===== src/rtl/motor_pwm_driver.sv =====
// Multi-channel H-bridge PWM driver with per-channel run/brake FSM and dead-time coast.
// A shared prescaler and PWM counter pace all channels; duty is latched once per period.
module motor_pwm_driver #(
    parameter int unsigned N_CH     = 2,
    parameter int unsigned PWM_W    = 8,
    parameter int unsigned PRESCALE = 4,
    parameter int unsigned DEAD_CYC = 16
) (
    input  logic                    CLOCK_50,
    input  logic                    resetn,
    input  logic [N_CH-1:0]         enable,
    input  logic [N_CH-1:0]         reverse,
    input  logic [N_CH*PWM_W-1:0]   duty,
    output logic [N_CH-1:0]         motor_en,
    output logic [N_CH-1:0]         motor_in1,
    output logic [N_CH-1:0]         motor_in2,
    output logic [2*N_CH-1:0]       ch_state
);

    localparam int unsigned PS_W = (PRESCALE > 1) ? $clog2(PRESCALE) : 1;
    localparam int unsigned DC_W = (DEAD_CYC > 1) ? $clog2(DEAD_CYC) : 1;

    localparam logic [PS_W-1:0] PS_MAX  = PS_W'(PRESCALE - 1);
    localparam logic [DC_W-1:0] DC_LOAD = DC_W'(DEAD_CYC - 1);

    typedef enum logic [1:0] {
        StIdle  = 2'b00,
        StRun   = 2'b01,
        StBrake = 2'b10
    } ch_state_e;

    // Two-flop synchronisers for the switch inputs
    logic [N_CH-1:0] en_meta_q;
    logic [N_CH-1:0] en_sync_q;
    logic [N_CH-1:0] rev_meta_q;
    logic [N_CH-1:0] rev_sync_q;

    always_ff @(posedge CLOCK_50 or negedge resetn) begin
        if (!resetn) begin
            en_meta_q  <= '0;
            en_sync_q  <= '0;
            rev_meta_q <= '0;
            rev_sync_q <= '0;
        end else begin
            en_meta_q  <= enable;
            en_sync_q  <= en_meta_q;
            rev_meta_q <= reverse;
            rev_sync_q <= rev_meta_q;
        end
    end

    logic [PS_W-1:0]  presc_q;
    logic [PWM_W-1:0] pwm_cnt_q;
    logic             tick;
    logic             wrap;

    assign tick = (presc_q == PS_MAX);
    assign wrap = tick && (pwm_cnt_q == {PWM_W{1'b1}});

    always_ff @(posedge CLOCK_50 or negedge resetn) begin
        if (!resetn) begin
            presc_q <= '0;
        end else if (tick) begin
            presc_q <= '0;
        end else begin
            presc_q <= presc_q + PS_W'(1);
        end
    end

    always_ff @(posedge CLOCK_50 or negedge resetn) begin
        if (!resetn) begin
            pwm_cnt_q <= '0;
        end else if (tick) begin
            pwm_cnt_q <= pwm_cnt_q + PWM_W'(1);
        end
    end

    for (genvar i = 0; i < N_CH; i++) begin : g_ch
        ch_state_e        state_q;
        ch_state_e        state_d;
        logic [DC_W-1:0]  dead_q;
        logic [DC_W-1:0]  dead_d;
        logic             dir_q;
        logic             dir_d;
        logic [PWM_W-1:0] duty_q;
        logic             run;

        always_ff @(posedge CLOCK_50 or negedge resetn) begin
            if (!resetn) begin
                state_q <= StIdle;
                dead_q  <= '0;
                dir_q   <= 1'b0;
            end else begin
                state_q <= state_d;
                dead_q  <= dead_d;
                dir_q   <= dir_d;
            end
        end

        // New duty takes effect only at the start of a PWM period
        always_ff @(posedge CLOCK_50 or negedge resetn) begin
            if (!resetn) begin
                duty_q <= '0;
            end else if (wrap) begin
                duty_q <= duty[i*PWM_W +: PWM_W];
            end
        end

        always_comb begin
            state_d = state_q;
            dead_d  = dead_q;
            dir_d   = dir_q;
            case (state_q)
                StIdle: begin
                    if (en_sync_q[i]) begin
                        state_d = StRun;
                        dir_d   = rev_sync_q[i];
                    end
                end
                StRun: begin
                    if (!en_sync_q[i] || (rev_sync_q[i] != dir_q)) begin
                        state_d = StBrake;
                        dead_d  = DC_LOAD;
                    end
                end
                StBrake: begin
                    // Inputs are only looked at once the interval has fully elapsed
                    if (dead_q == '0) begin
                        if (en_sync_q[i]) begin
                            state_d = StRun;
                            dir_d   = rev_sync_q[i];
                        end else begin
                            state_d = StIdle;
                        end
                    end else begin
                        dead_d = dead_q - DC_W'(1);
                    end
                end
                default: begin
                    state_d = StIdle;
                end
            endcase
        end

        assign run = (state_q == StRun);

        assign motor_en[i]        = run && (pwm_cnt_q < duty_q);
        assign motor_in1[i]       = run && dir_q;
        assign motor_in2[i]       = run && !dir_q;
        assign ch_state[2*i +: 2] = state_q;
    end

endmodule


===== config.mk =====
export PLATFORM = sky130hd
export DESIGN_NAME = motor_pwm_driver
export DESIGN_NICKNAME = d
export VERILOG_FILES = /design/src/rtl/motor_pwm_driver.sv
export SDC_FILE = /design/constraint.sdc
export NUM_CORES = 1
export LEC_CHECK = 0
export CAP_MARGIN = 0
export CORE_MARGIN = 5
export CORE_UTILIZATION = 49
export DETAILED_ROUTE_END_ITERATION = 10
export PLACE_DENSITY = 0.76
export SLEW_MARGIN = 25
export SYNTH_ARGS = -nofsm -noshare
export SYNTH_HDL_FRONTEND = slang
export SYNTH_SLANG_ARGS = --single-unit

===== constraint.sdc =====
create_clock -name CLOCK_50 -period 1.9 [get_ports CLOCK_50]
set_clock_uncertainty 0.2 [all_clocks]
set_input_delay 0.57 -clock CLOCK_50 [delete_from_list [all_inputs] [get_ports CLOCK_50]]
set_output_delay 0.57 -clock CLOCK_50 [all_outputs]
set_load 0.02 [all_outputs]

==> flow_summary_export.csv, run 1 <==
group,metric,value,unit
critical_path,worstPathRequired,1.13,ns
critical_path,worstSetupPathType,"register to primary output",
synthesis,synthSimpleGateAreaFrac,12.3,%
synthesis,synth_nets,242,
cells_and_area,mostFrequentLayoutCell,"dfrtp_1",
synthesis,synthAdderAreaFrac,9.72,%
route,drtIter0Drc,33,
critical_path,path_cells,"buf_6 > ha_4 > o21a_1 > nor2_1 > o31a_1 > buf_6",
synthesis,synth.avg_cell_area,11.5,sq um
critical_path,crit_path_top_delay_cell,"dfrtp_1",
critical_path,crit_path_start,"pwm_cnt_q[3]",
synthesis,synth_xor_area_share,3.40,%
timing,final-setup-viol-count,7,
route,post-route-drc-count,0,
timing,tightest_slew,0.485,ns
route,viasPerCell,5.33,
critical_path,critPathMaxFanout,3,
cts,htreeDepth,2,
power_and_ir_drop,power_density,1020,nW/um^2
cts,cts_tree,"yes",
power_and_ir_drop,seqPwrFrac,37.8,%
critical_path,start_kind,"register",
synthesis,synth_top_family_by_area,"simple AND/OR/NAND/NOR gates",
grt,grt_pass1_wl,8250,microns
grt,antenna_found_initial,0,
power_and_ir_drop,ir_drop,0.489,mV
grt,grt_usage,17.3,%
power_and_ir_drop,p_clk_share,23.9,%
grt,grt_overflow_total,0,
synthesis,yosys-top-cells-area,"dfrtp_1, ha_1, mux2_2",
cts,cts-root-buf,"clkbuf_8",
route,drt.antenna.violating_nets,0,
route,wirelength,5100,microns
die,die_y,78.8,microns
timing,hold_viol,0,
timing,clock.fmax,408,MHz
timing,period_minus_slack,2.45,ns
synthesis,synthMuxAreaShare,9.23,%
place,dpl.hpwl,3440,microns
cells_and_area,final_cell_mix,"dfrtp_1, buf_4, clkdlybuf4s50_1",
power_and_ir_drop,leakagePower,1.52,nW
critical_path,path_common_cell,"buf_6",
place,placed_cell_area,2950,sq um
cts,insertion_delay,0.30,ns
synthesis,synth_cell_types,35,
route,vias,1774,
timing,finalCritPeriodShare,129,%
place,gp_congestion,0.831,
die,core_area,4660,sq um
synthesis,synth-seq-area-share,51.8,%
cts,clkSinkCount,48,
grt,grt_max_degree,49,
synthesis,yosys.area.top_type_share,51.8,%
synthesis,synth_edf_count,0,
critical_path,critPathMaxStageDelay,0.43,ns
synthesis,ys_ff_latch,48,
cts,clk_pin_slew,0.09,ns
power_and_ir_drop,switching_share,30.7,%
timing,drv_slew,0,
timing,rsz0062_at_grt,"true",
timing,fin_ws,-0.550,ns
power_and_ir_drop,switching_power,0.00103,W
critical_path,cp.arrival,1.68,ns
synthesis,yosys_warnings,0,
power_and_ir_drop,internal_power,0.00233,W
cts,cts-buffers-inserted,5,
synthesis,syn_area,2320,sq um
timing,whs,0.0373,ns
synthesis,syn_inst,202,
synthesis,synthArstFlopShare,100,%
cells_and_area,nNetsFinal,318,
critical_path,critPathBufInv,2,
cts,clockBufferDepth,2,
power_and_ir_drop,pwr-share-comb,38.3,%
synthesis,ys.flop_type,"dfrtp_1",
die,io_pins,32,
flow_run,drv_cap,0,
critical_path,crit_family,"flip-flops",
timing,slew_headroom,67.3,%
route,firstDrtPassIters,4,
place,port_buffers,31,
cells_and_area,drive_above_1_share,36.9,%
grt,grt_pass1_vias,1836,
outcome,violations,"setup timing",
synthesis,synth_compound_area_share,9.07,%
die,dieArea,6200,sq um
cells_and_area,num_antenna_cells,0,
die,rows,25,
cells_and_area,final_cell_area,3300,sq um
synthesis,yosys.area.top_type,"dfrtp_1",
die,start_util,49.7,%
route,avgRoutedWirePerCell,15.3,microns
cells_and_area,areaGrowthSynthToFinish,42.4,%
die,die_x,78.8,microns
critical_path,cp-end-kind,"primary output",
outcome,status,"finished, violations left",
critical_path,rr_startpoint,"g_ch[1].dead_q[0]",
worst_hold_path,hold_class,"primary input to asynchronous set/reset pin",
## final timing paths
path                                       to  slack [ns]  cells past startpoint
hold reg to reg                  en_sync_q[0]        0.15                      0
setup reg to reg            g_ch[1].dead_q[3]       -0.01                      5
min in group CLOCK_50            en_sync_q[0]        0.15                      0
setup / recovery                  motor_en[1]       -0.55                      6
max in group asynchronous        pwm_cnt_q[7]        1.23                      2
hold / removal             g_ch[1].state_q[1]        0.04                      2
## repair_timing
item / in CTS / in global routing
cloned: 0 / 1
endpoints found under the hold margin: 0 / 0
hold buffers: 0 / 0
pin swaps: 4 / 7
resized for setup: 59 / 33
buffers inserted: 5 / 4
setup endpoints to repair: 12 / 24
## sequential cells by signal (all words and copies together), names as in the netlist
signal,count
en_meta_q,2
g_ch.duty_q,16
g_ch.state_q,4
pwm_cnt_q,8
presc_q,2
g_ch.dead_q,8
g_ch.dir_q,2
rev_meta_q,2
en_sync_q,2
rev_sync_q,2
## final cells by class
class	instances	area [sq um]
Inverter	24	95.1
Multi-Input combinational cell	128	1160
Timing Repair Buffer	71	649
Clock inverter	1	30.0
Fill cell	344	1360
Tap cell	54	67.6
Clock buffer	7	96.3
Sequential cell	48	1200
## through the flow
step | setup TNS, ns | utilization, % | setup WS, ns | cells | total power [W]
finish | -1.49 | 70.8 | -0.550 | 333 | 0.00336
global route | -2.44 | 70.8 | -0.618 | 333 | 0.00356
CTS | -1.58 | 67.9 | -0.570 | 328 | 0.00323
detailed placement | -2.42 | 63.2 | -0.689 | 315 | 0.00230
global placement | -2.32 | 63.2 | -0.668 | 315 | 0.00227
floorplan | -0.255 | - | -0.147 | 202 | 0.00179
## synthesized netlist by cell type, types with 3 or more instances
cell,number
dfrtp_1,48
inv_1,24
mux2_2,19
ha_1,18
nand2_1,11
a21oi_1,9
nand4_1,7
o21ai_0,7
nor2_1,6
xor2_1,5
nand3_1,4
xnor2_1,4
and3_1,3
o21a_1,3
## kinds of logic (layout without fill, tap and decap cells)
family | count (synthesis) | after routing
AND/OR/NAND/NOR | 50 | 50
flip-flops | 48 | 48
AO/OA/AOI/OAI | 32 | 32
XOR/XNOR | 9 | 9
buffers and inverters | 26 | 103
multiplexers | 19 | 19
adder cells (fa/ha/maj) | 18 | 18
## layer usage
metal / up-vias / global-route usage [%] / wire (microns)
li1: 866 / - / -
met1: 880 / 19.8 / 2060
met2: 22 / 31.9 / 2830
met3: 6 / 4.20 / 159
met4: 0 / 4.72 / 53
met5: - / 0 / 0
## power by group through the flow
stage	logic [W]	clock network, W	registers (W)
after global routing	0.00140	0.000869	0.00129
after floorplan	0.000443	0	0.00135
after CTS	0.00114	0.000829	0.00126
final	0.00129	0.000801	0.00127
after detailed placement	0.00103	0	0.00127
after global placement	0.00101	0	0.00126
Note: power is estimated with default switching activity, not from simulation.
==> run 2: changes to the inputs <==
ABC_AREA = 1   (was not set)
CELL_PAD_IN_SITES_DETAIL_PLACEMENT = 1   (was not set)
CELL_PAD_IN_SITES_GLOBAL_PLACEMENT = 1   (was not set)
CORE_UTILIZATION = 37   (was 49)
HOLD_SLACK_MARGIN = 0.02   (was not set)
==> run 2 against run 1 <==
Compared with the run above: die area up 33%; the flow still finishes with violations (setup timing); non-clock buffer count fell by 2; critical path type unchanged; highest routed layer unchanged; setup slack lost 0.032 ns.
==> flow_summary_export.csv, run 2 <==
group,metric,value,unit
outcome,status,"finished, violations left",
outcome,violations,"setup timing",
die,io_pins,32,
cells_and_area,num-fill-cells,763,
timing,final-setup-viol-count,6,
die,start_util,38.2,%
timing,finalCritPeriodShare,131,%
critical_path,rrSetupSlack,0.14,ns
timing,tightest_slew,0.294,ns
cells_and_area,drive_above_1_share,22.9,%
route,viasPerCell,4.75,
grt,grt_pass1_wl,10900,microns
cts,clockBufferDepth,2,
die,die_x,91.0,microns
critical_path,rr_startpoint,"pwm_cnt_q[1]",
cells_and_area,reg.largest.list,"g_ch.duty_q: 16 flops, g_ch.dead_q: 8 flops, pwm_cnt_q: 8 flops",
grt,grt_max_degree,49,
power_and_ir_drop,power.total,0.00342,W
cells_and_area,final_cell_mix,"nand2_1, dfrtp_1, inv_1, buf_4, nand3_1",
route,wirelength,6280,microns
cells_and_area,nNetsFinal,402,
synthesis,synth_cell_types,23,
synthesis,syn_inst,290,
place,place_inst,426,
cells_and_area,mostFrequentLayoutCell,"nand2_1",
synthesis,yosys-top-cells-area,"dfrtp_1, nand2_1, ha_1",
grt,grt_usage,16.1,%
cts,cts-root-buf,"clkbuf_8",
route,post-route-drc-count,0,
die,rows,29,
cts,clk_pin_slew,0.10,ns
cells_and_area,areaGrowthSynthToFinish,35.7,%
synthesis,synth.avg_cell_area,8.36,sq um
cells_and_area,regMostFlops,"g_ch.duty_q",
grt,grt_pass1_vias,2326,
critical_path,timing.rr.end,"pwm_cnt_q[6]",
cts,htreeDepth,2,
flow_run,drv_cap,0,
cells_and_area,final_cell_count_no_fill,440,
power_and_ir_drop,switching_power,0.00125,W
power_and_ir_drop,internal_power,0.00216,W
power_and_ir_drop,p_clk_share,22.0,%
timing,hold_viol,0,
worst_hold_path,hold_class,"primary input to asynchronous set/reset pin",
synthesis,yosys.cell_count.top_type,"nand2_1",
timing,period_minus_slack,2.48,ns
critical_path,worstPathRequired,1.13,ns
critical_path,worstSetupPathType,"register to primary output",
cts,clkSinkCount,48,
route,vias,2089,
place,port_buffers,31,
synthesis,ys.flop_type,"dfrtp_1",
place,gp_congestion,0.778,
synthesis,yosys.area.top_type_share,49.5,%
timing,slew_headroom,80.4,%
critical_path,crit_path_top_delay_cell,"dfrtp_1",
synthesis,synth_edf_count,0,
cts,insertion_delay,0.31,ns
route,drtIter0Drc,54,
timing,rsz0062_at_grt,"true",
power_and_ir_drop,pwr-share-comb,39.7,%
critical_path,critPathBufInv,3,
critical_path,crit_family,"flip-flops",
critical_path,path_cells,"inv_2 > ha_1 > nand2_1 > inv_1 > o21bai_1 > nand3_1 > a21oi_4 > buf_6",
critical_path,cp-end-kind,"primary output",
power_and_ir_drop,ir_drop,0.645,mV
route,firstDrtPassIters,4,
grt,grt_overflow_total,0,
timing,drv_slew,0,
critical_path,worst_r2r_path_depth,6,
critical_path,critPathMaxStageDelay,0.38,ns
power_and_ir_drop,leakagePower,1.81,nW
die,dieArea,8270,sq um
synthesis,ys_top_cells_by_count,"nand2_1, dfrtp_1, inv_1",
synthesis,syn_area,2420,sq um
cells_and_area,largest_register_ffs,16,
synthesis,yosys_warnings,0,
critical_path,critPathMaxFanout,2,
power_and_ir_drop,power_density,1040,nW/um^2
place,dpl.hpwl,4460,microns
synthesis,synthArstFlopShare,100,%
die,core_area,6350,sq um
route,drt.antenna.violating_nets,0,
grt,antenna_found_initial,0,
cts,cts-buffers-inserted,5,
timing,fin_ws,-0.582,ns
synthesis,synth-seq-area-share,49.5,%
route,avgRoutedWirePerCell,14.3,microns
synthesis,yosys.area.top_type,"dfrtp_1",
die,die_y,91.0,microns
cts,cts_hold_buffers,0,
cts,cts_tree,"yes",
synthesis,ys_ff_latch,48,
critical_path,cp.arrival,1.71,ns
power_and_ir_drop,seqPwrFrac,38.3,%
power_and_ir_drop,switching_share,36.7,%
synthesis,synth_nets,330,
timing,clock.fmax,403,MHz
cells_and_area,num_antenna_cells,0,
critical_path,start_kind,"register",
## run 2: cell families (layout without fill, tap and decap cells)
group | count (synthesis) | after routing | share of synthesized area, %
DFF | 48 | 48 | 49.5
xor gates and xnor gates | 7 | 7 | 2.53
adders and majority gates | 18 | 18 | 9.29
AOI/OAI and AO/OA | 12 | 12 | 2.68
and+or+nand+nor | 158 | 158 | 27.9
buffers and inverters | 47 | 120 | 8.05
## run 2: how the worst max path moves through the flow
stage	start	to	slack, ns	cells past startpoint
floorplan	pwm_cnt_q[5]	motor_en[0]	-0.03	6
global placement	pwm_cnt_q[7]	motor_en[1]	-0.62	7
detailed placement	pwm_cnt_q[7]	motor_en[0]	-0.68	6
CTS	pwm_cnt_q[5]	motor_en[0]	-0.60	7
global route	pwm_cnt_q[7]	motor_en[0]	-0.68	6
finish	g_ch[0].duty_q[5]	motor_en[0]	-0.58	8
## run 2: worst register-to-register path, cell delays in order, from the launching register on
cell and delay, ns:
dfrtp_1 0.41, buf_4 0.14, ha_1 0.19, nand3_2 0.10
nor3_4 0.24, buf_4 0.24, xor2_1 0.17
## run 2: layout make-up
cell class / instances / area, sq um / share of cell area (%)
repair buffers: 69 / 594 / 18.1
inverters: 43 / 166 / 5.06
well taps: 77 / 96.3 / 2.93
clock inverters: 2 / 35.0 / 1.07
clock buffers: 6 / 72.6 / 2.21
flip-flops and latches: 48 / 1200 / 36.5
multi-input cells: 195 / 1120 / 34.2
## run 2: power groups by stage
stage               Combinational (W)  Sequential, W  Clock [W]
finish                        0.00136        0.00131   0.000751
global route                  0.00153        0.00133   0.000815
CTS                           0.00136        0.00130   0.000769
detailed placement            0.00131        0.00132          0
global placement              0.00124        0.00130          0
floorplan                    0.000661        0.00135          0
## run 2: layer usage
metal  vias up  part of all wire, %  track usage (%)
li1       1041                    -                -
met1      1004                   44             19.5
met2        35                   51             29.1
met3         9                  3.3             3.22
met4         0                  1.3             4.03
met5         -                    0                0
## run 2: repair_timing
action / CTS / global route
setup endpoints to repair: 10 / 9
gates resized for setup: 58 / 18
pin swaps: 5 / 5
setup buffers: 7 / 1
## run 2: stage by stage
stage	TNS [ns]	worst slack (ns)	util, %	hold slack, ns	area [sq um]
6_report	-1.47	-0.582	51.8	0.0287	3290
5_1_grt	-2.01	-0.684	51.8	0.0336	3290
4_1_cts	-1.70	-0.603	51.7	0.0401	3280
3_5_place_dp	-2.52	-0.682	48.4	0.139	3070
3_3_place_gp	-2.23	-0.622	48.4	0.132	3070
2_1_floorplan	-0.0656	-0.0341	-	0.0744	2450
